$ cat src/rtl/sincos_pkg.sv
// ---------------------------------------------------------------------------
// sincos_pkg : shared types and helpers for the sin/cos burst scheduler
// Rev 1.0
// ---------------------------------------------------------------------------
`default_nettype none

package sincos_pkg;

    typedef enum logic [1:0] {
        IDLE = 2'd0,
        LOAD = 2'd1,
        RUN  = 2'd2
    } state_t;

    localparam int SC_DEF_WIDTH = 16;

    // Default-width pair, for consumers that fix the sample width.
    typedef struct packed {
        logic signed [SC_DEF_WIDTH-1:0] sin;
        logic signed [SC_DEF_WIDTH-1:0] cos;
    } sc_pair_t;

    function automatic int sincos_r(input int width);
        return 2 ** (width - 2);
    endfunction

endpackage

`default_nettype wire

$ cat src/rtl/sincos_rotator.sv
// ---------------------------------------------------------------------------
// sincos_rotator : Minsky-rotation sin/cos register pair, one step per pulse
// Rev 1.0
// ---------------------------------------------------------------------------
`default_nettype none

module sincos_rotator
    import sincos_pkg::*;
#(
    parameter int WIDTH = 16,
    parameter int N     = 5
) (
    input  logic                    clk,
    input  logic                    reset_n,
    input  logic                    load_i,
    input  logic signed [WIDTH-1:0] load_sin_i,
    input  logic signed [WIDTH-1:0] load_cos_i,
    input  logic                    step_i,
    output logic signed [WIDTH-1:0] sin_o,
    output logic signed [WIDTH-1:0] cos_o,
    output logic signed [WIDTH-1:0] nxt_sin_o,
    output logic signed [WIDTH-1:0] nxt_cos_o
);

    localparam logic signed [WIDTH-1:0] C_R = WIDTH'(sincos_r(WIDTH));

    logic signed [WIDTH-1:0] sin_q, sin_d;
    logic signed [WIDTH-1:0] cos_q, cos_d;

    // Both updates use the old values; wrap-around is intentional.
    assign nxt_cos_o = cos_q - (sin_q >>> N);
    assign nxt_sin_o = sin_q + (cos_q >>> N);

    always_comb begin
        sin_d = sin_q;
        cos_d = cos_q;
        if (load_i) begin
            sin_d = load_sin_i;
            cos_d = load_cos_i;
        end else if (step_i) begin
            sin_d = nxt_sin_o;
            cos_d = nxt_cos_o;
        end
    end

    always_ff @(posedge clk) begin
        if (!reset_n) begin
            sin_q <= '0;
            cos_q <= C_R;
        end else begin
            sin_q <= sin_d;
            cos_q <= cos_d;
        end
    end

    assign sin_o = sin_q;
    assign cos_o = cos_q;

endmodule

`default_nettype wire

$ cat src/rtl/sincos_burst_sched.sv
// ---------------------------------------------------------------------------
// sincos_burst_sched : round-robin burst scheduler around a shared sin/cos
// oscillator. Optional SINCOS_PHASE_KEEP_EN keeps per-requester phase.
// Rev 1.0
// ---------------------------------------------------------------------------
`default_nettype none

module sincos_burst_sched
    import sincos_pkg::*;
#(
    parameter int WIDTH   = 16,
    parameter int N       = 5,
    parameter int NUM_REQ = 4,
    parameter int LEN_W   = 8
) (
    input  logic                       clk,
    input  logic                       reset_n,
    input  logic [NUM_REQ-1:0]         req,
    input  logic [NUM_REQ*LEN_W-1:0]   req_len,
    output logic [NUM_REQ-1:0]         gnt,
    output logic                       busy,
    output logic                       sample_valid,
    input  logic                       sample_ready,
    output logic signed [WIDTH-1:0]    sample_sin,
    output logic signed [WIDTH-1:0]    sample_cos,
    output logic [$clog2(NUM_REQ)-1:0] sample_id,
    output logic                       sample_last,
    output logic                       done
);

    localparam int ID_W = $clog2(NUM_REQ);
    localparam logic signed [WIDTH-1:0] C_R = WIDTH'(sincos_r(WIDTH));

    state_t            state_q, state_d;
    logic [ID_W-1:0]   id_q, id_d;
    logic [ID_W-1:0]   rr_q, rr_d;
    logic [LEN_W-1:0]  count_q, count_d;
    logic              done_q, done_d;

    logic              w_found;
    logic [ID_W-1:0]   w_pick;
    logic [ID_W:0]     w_idx;
    logic [LEN_W-1:0]  w_len;
    logic [ID_W-1:0]   w_id_inc;
    logic              w_hs;
    logic              w_end;
    logic              w_load;
    logic signed [WIDTH-1:0] w_seed_sin, w_seed_cos;
    logic signed [WIDTH-1:0] w_sin, w_cos, w_nxt_sin, w_nxt_cos;

    // First requester at or after the round-robin pointer, with wrap.
    always_comb begin
        w_found = 1'b0;
        w_pick  = '0;
        w_idx   = '0;
        for (int k = 0; k < NUM_REQ; k++) begin
            w_idx = {1'b0, rr_q} + (ID_W+1)'(k);
            if (w_idx >= (ID_W+1)'(NUM_REQ))
                w_idx = w_idx - (ID_W+1)'(NUM_REQ);
            if (!w_found && req[w_idx[ID_W-1:0]]) begin
                w_found = 1'b1;
                w_pick  = w_idx[ID_W-1:0];
            end
        end
    end

    always_comb begin
        w_len = '0;
        for (int k = 0; k < NUM_REQ; k++) begin
            if (w_pick == ID_W'(k))
                w_len = req_len[k*LEN_W +: LEN_W];
        end
    end

    assign w_id_inc = (id_q == ID_W'(NUM_REQ-1)) ? '0 : id_q + ID_W'(1);
    assign w_hs     = (state_q == RUN) && sample_ready;
    assign w_end    = w_hs && (count_q == LEN_W'(1));
    assign w_load   = (state_q == LOAD);

    always_comb begin
        state_d = state_q;
        id_d    = id_q;
        rr_d    = rr_q;
        count_d = count_q;
        done_d  = 1'b0;
        case (state_q)
            IDLE: begin
                if (w_found) begin
                    id_d    = w_pick;
                    count_d = w_len;
                    state_d = LOAD;
                end
            end
            LOAD: begin
                if (count_q == '0) begin
                    state_d = IDLE;
                    done_d  = 1'b1;
                    rr_d    = w_id_inc;
                end else begin
                    state_d = RUN;
                end
            end
            RUN: begin
                if (w_hs) begin
                    count_d = count_q - LEN_W'(1);
                    if (w_end) begin
                        state_d = IDLE;
                        done_d  = 1'b1;
                        rr_d    = w_id_inc;
                    end
                end
            end
            default: state_d = IDLE;
        endcase
    end

    always_ff @(posedge clk) begin
        if (!reset_n) begin
            state_q <= IDLE;
            id_q    <= '0;
            rr_q    <= '0;
            count_q <= '0;
            done_q  <= 1'b0;
        end else begin
            state_q <= state_d;
            id_q    <= id_d;
            rr_q    <= rr_d;
            count_q <= count_d;
            done_q  <= done_d;
        end
    end

`ifdef SINCOS_PHASE_KEEP_EN
    logic signed [WIDTH-1:0] psin_q [NUM_REQ];
    logic signed [WIDTH-1:0] pcos_q [NUM_REQ];

    // Burst end saves the pair that would have been emitted next.
    always_ff @(posedge clk) begin
        if (!reset_n) begin
            for (int k = 0; k < NUM_REQ; k++) begin
                psin_q[k] <= '0;
                pcos_q[k] <= C_R;
            end
        end else if (w_end) begin
            psin_q[id_q] <= w_nxt_sin;
            pcos_q[id_q] <= w_nxt_cos;
        end
    end

    assign w_seed_sin = psin_q[id_q];
    assign w_seed_cos = pcos_q[id_q];
`else
    assign w_seed_sin = '0;
    assign w_seed_cos = C_R;
`endif

    sincos_rotator #(
        .WIDTH (WIDTH),
        .N     (N)
    ) u_rot (
        .clk        (clk),
        .reset_n    (reset_n),
        .load_i     (w_load),
        .load_sin_i (w_seed_sin),
        .load_cos_i (w_seed_cos),
        .step_i     (w_hs),
        .sin_o      (w_sin),
        .cos_o      (w_cos),
        .nxt_sin_o  (w_nxt_sin),
        .nxt_cos_o  (w_nxt_cos)
    );

    always_comb begin
        gnt = '0;
        for (int k = 0; k < NUM_REQ; k++)
            gnt[k] = w_load && (id_q == ID_W'(k));
    end

    assign busy         = (state_q == LOAD) || (state_q == RUN);
    assign sample_valid = (state_q == RUN);
    assign sample_sin   = sample_valid ? w_sin : '0;
    assign sample_cos   = sample_valid ? w_cos : '0;
    assign sample_id    = sample_valid ? id_q  : '0;
    assign sample_last  = sample_valid && (count_q == LEN_W'(1));
    assign done         = done_q;

endmodule

`default_nettype wire

$ cat config.mk
export PLATFORM = sky130hd
export DESIGN_NAME = sincos_burst_sched
export DESIGN_NICKNAME = d
export VERILOG_FILES = /design/src/rtl/sincos_pkg.sv /design/src/rtl/sincos_rotator.sv /design/src/rtl/sincos_burst_sched.sv
export SDC_FILE = /design/constraint.sdc
export NUM_CORES = 1
export LEC_CHECK = 0
export CORE_ASPECT_RATIO = 0.5
export CORE_MARGIN = 5
export CORE_UTILIZATION = 25
export CTS_BUF_LIST = sky130_fd_sc_hd__clkbuf_4 sky130_fd_sc_hd__clkbuf_8 sky130_fd_sc_hd__clkbuf_16
export DETAILED_ROUTE_END_ITERATION = 12
export SYNTH_ARGS = -nofsm -noshare
export SYNTH_HDL_FRONTEND = slang
export SYNTH_HIERARCHICAL = 1
export SYNTH_SLANG_ARGS = --single-unit
$ cat constraint.sdc
create_clock -name clk -period 2.2 [get_ports clk]
set_input_delay 0.33 -clock clk [delete_from_list [all_inputs] [get_ports clk]]
set_output_delay 0.33 -clock clk [all_outputs]
set_load 0.02 [all_outputs]
==> summary.md <==
| Metric | Value |
|---|---|
| Power Dens Cells | 1130 nW/um2 |
| Later-pin clock latency in the skew report | 0.30 ns |
| Number of buffers created by CTS | 5 |
| N_diodes | 0 |
| Critical Path Slowest Stage Cell | or4_1 |
| Worst hold path depth | 2 |
| Drt pass-1 iters | 5 |
| Clock Path Buffers | 2 |
| Placed Cells | 1011 |
| Average wire per standard cell | 15.8 um |
| Final worst setup slack | -0.00338 ns |
| Routability Congestion | 0.859 |
| Violated checks | setup timing |
| Placement Setup Slack | -0.131 ns |
| Synthesis Warnings | 6 |
| Crit-path max FO | 4 |
| H-tree Lvls | 2 |
| Buf/Inv on CP | 1 |
| Setup TNS Final | -0.00338 ns |
| Die width | 203 um |
| TritonCTS Sinks | 47 |
| Root buffer cell | clkbuf_16 |
| Crit path launch | u_rot/cos_o[5] |
| Hold EP | count_q[1] |
| Site Rows | 35 |
| IO Port Bufs | 80 |
| Total grt overflow | 0 |
| Fmax | 454 MHz |
| WS Path Type | reg2reg |
| Initial DRC count | 242 |
| Starting Density | 25.4% |
| Die area | 21600 um2 |
| HPWL Detailed | 11800 um |
| Endpoints failing setup | 1 |
| Post-layout util | 37.3% |
| CTS clk-pin slew, worst paths | 0.08 ns |
| Vias in the first global route | 5216 |
| Critical Path RT | 2.38 ns |
| Launching element type of the critical path | flip-flop |
| Cells after Synth | 613 |
| All-layer global routing usage | 14.5% |
| RSZ-0062 raised after global routing | yes |
| Peak VDD IR | 0.465 mV |
| Final worst path period share | 100% |
| Setup slack, reg-to-reg | -0.003 ns |
| Leak | 3.04 nW |
| Outcome | complete, but fails checks |
| Syn_area_per_cell | 7.60 um2 |
| Synthesized area | 4660 um2 |
| Final Hold Vio Count | 0 |
| Initial antenna violation count | 0 |
| Maxcap violations | 0 |
| Worst min-delay path startpoint | count_q[1] |
| Via count | 5138 |
| Worst reg2reg path depth | 8 |
| Ports | 81 |
| Post-route DRC | 0 |
| CTS tree | built |
| CP peak stage delay | 0.45 ns |
| Critical Path AT | 2.39 ns |
| Final worst path period need | 2.20 ns |
| First-pass GRT wire length | 26100 um |
| Hold crit path type | reg2reg |
| R2R Path End | u_rot/cos_o[15] |
| Vias per std cell | 5.00 |
| Share of layout cells above drive strength 1 | 21.0% |
| Final Net Count | 866 |
| R2R Path Start | u_rot/cos_o[5] |
| CTS Hold Buffers Added | 0 |
| CP cell instances | buf_6 -> ha_4 -> a211oi_2 -> o21ai_1 -> and3b_4 -> or4_1 -> and3_1 -> a211o_1 |
| Final wirelength | 16200 um |
| Total core area | 18300 um2 |
| Area growth, synth to finish | 47.1% |
| Final setup skew | 0.0121 ns |
| Final Max Slew Viols | 0 |
| CP endpoint kind | flip-flop |
| Largest net degree at the start of global routing | 34 |
| Antenna-violating nets left | 0 |
| CP top delay family | simple AND/OR/NAND/NOR gates |
| Final Non-Filler Cells | 1027 |
| Die height | 107 um |
==> how the worst max path moves through the flow <==
stage	endpoint	slack, ns	cells after the start
after floorplan	u_rot/sin_o[10]	-0.006	8
after global placement	u_rot/cos_o[15]	-0.10	8
after CTS	u_rot/sin_o[10]	-0.03	8
after detailed placement	u_rot/cos_o[15]	-0.13	8
after global routing	u_rot/cos_o[15]	-0.07	8
final	u_rot/cos_o[15]	-0.003	8
==> sequential cells by signal (all words and copies together), names as in the netlist <==
signal	flops
rr_q	2
state_q	2
u_rot/cos_o	16
u_rot/sin_o	16
count_q	8
id_q	2
done	1
==> per-stage QoR <==
step	cell area, um2	total power, mW	hold WS, ns
floorplan	4780	4.37	0.465
global placement	6390	6.00	0.486
detailed placement	6390	6.05	0.500
CTS	6630	7.22	0.512
global route	6850	8.36	0.531
finish	6850	7.75	0.508
==> worst register-to-register path: cells and delay by family (launching register included) <==
kind | cells | cell delay, ns
fa+ha+maj | 1 | 0.16
buf+inv | 1 | 0.13
compound gates | 3 | 0.62
simple gates | 3 | 0.82
flops | 1 | 0.35
==> cell type report <==
type                    count  area, um2
clock buffers               5        125
clock inverters             3       47.5
fillers                  1895      11500
inverters                  30        113
multi-input cells         528       3770
flip-flops and latches     47        953
well taps                 240        300
repair buffers            174       1540
==> placed cells by master, fill, tap and decap left out, types with 12 or more instances in the layout <==
cell type,count
ha_1,30
buf_4,86
nand2_1,28
dfxtp_1,39
and2_1,38
inv_1,27
nand3_1,14
conb_1,32
o21ai_0,31
a21oi_1,44
dlygate4sd2_1,34
a21o_1,12
nor2_1,53
clkdlybuf4s50_1,45
mux2i_1,13
nor3_1,12
==> routing by layer <==
layer  part of all wire (%)  routed length, um  GRT usage [%]
met3                    5.2                838           2.80
met5                      0                  0              0
met1                     47               7620           18.8
met2                     47               7610           25.6
met4                   0.78                127           2.55
==> where the power goes <==
group / total (mW) / switching (mW) / internal, mW
sequential: 1.37 / 0.258 / 1.11
clock: 0.937 / 0.393 / 0.544
combinational: 5.44 / 2.80 / 2.64
total: 7.75 / 3.46 / 4.29
==> repair_timing <==
item / 4_1_cts / 5_1_grt
gates cloned: 0 / 0
pin swaps: 16 / 19
setup endpoints to repair: 47 / 25
gates resized for setup: 57 / 46
buffers inserted: 4 / 4
(Power assumes the default switching activity.)
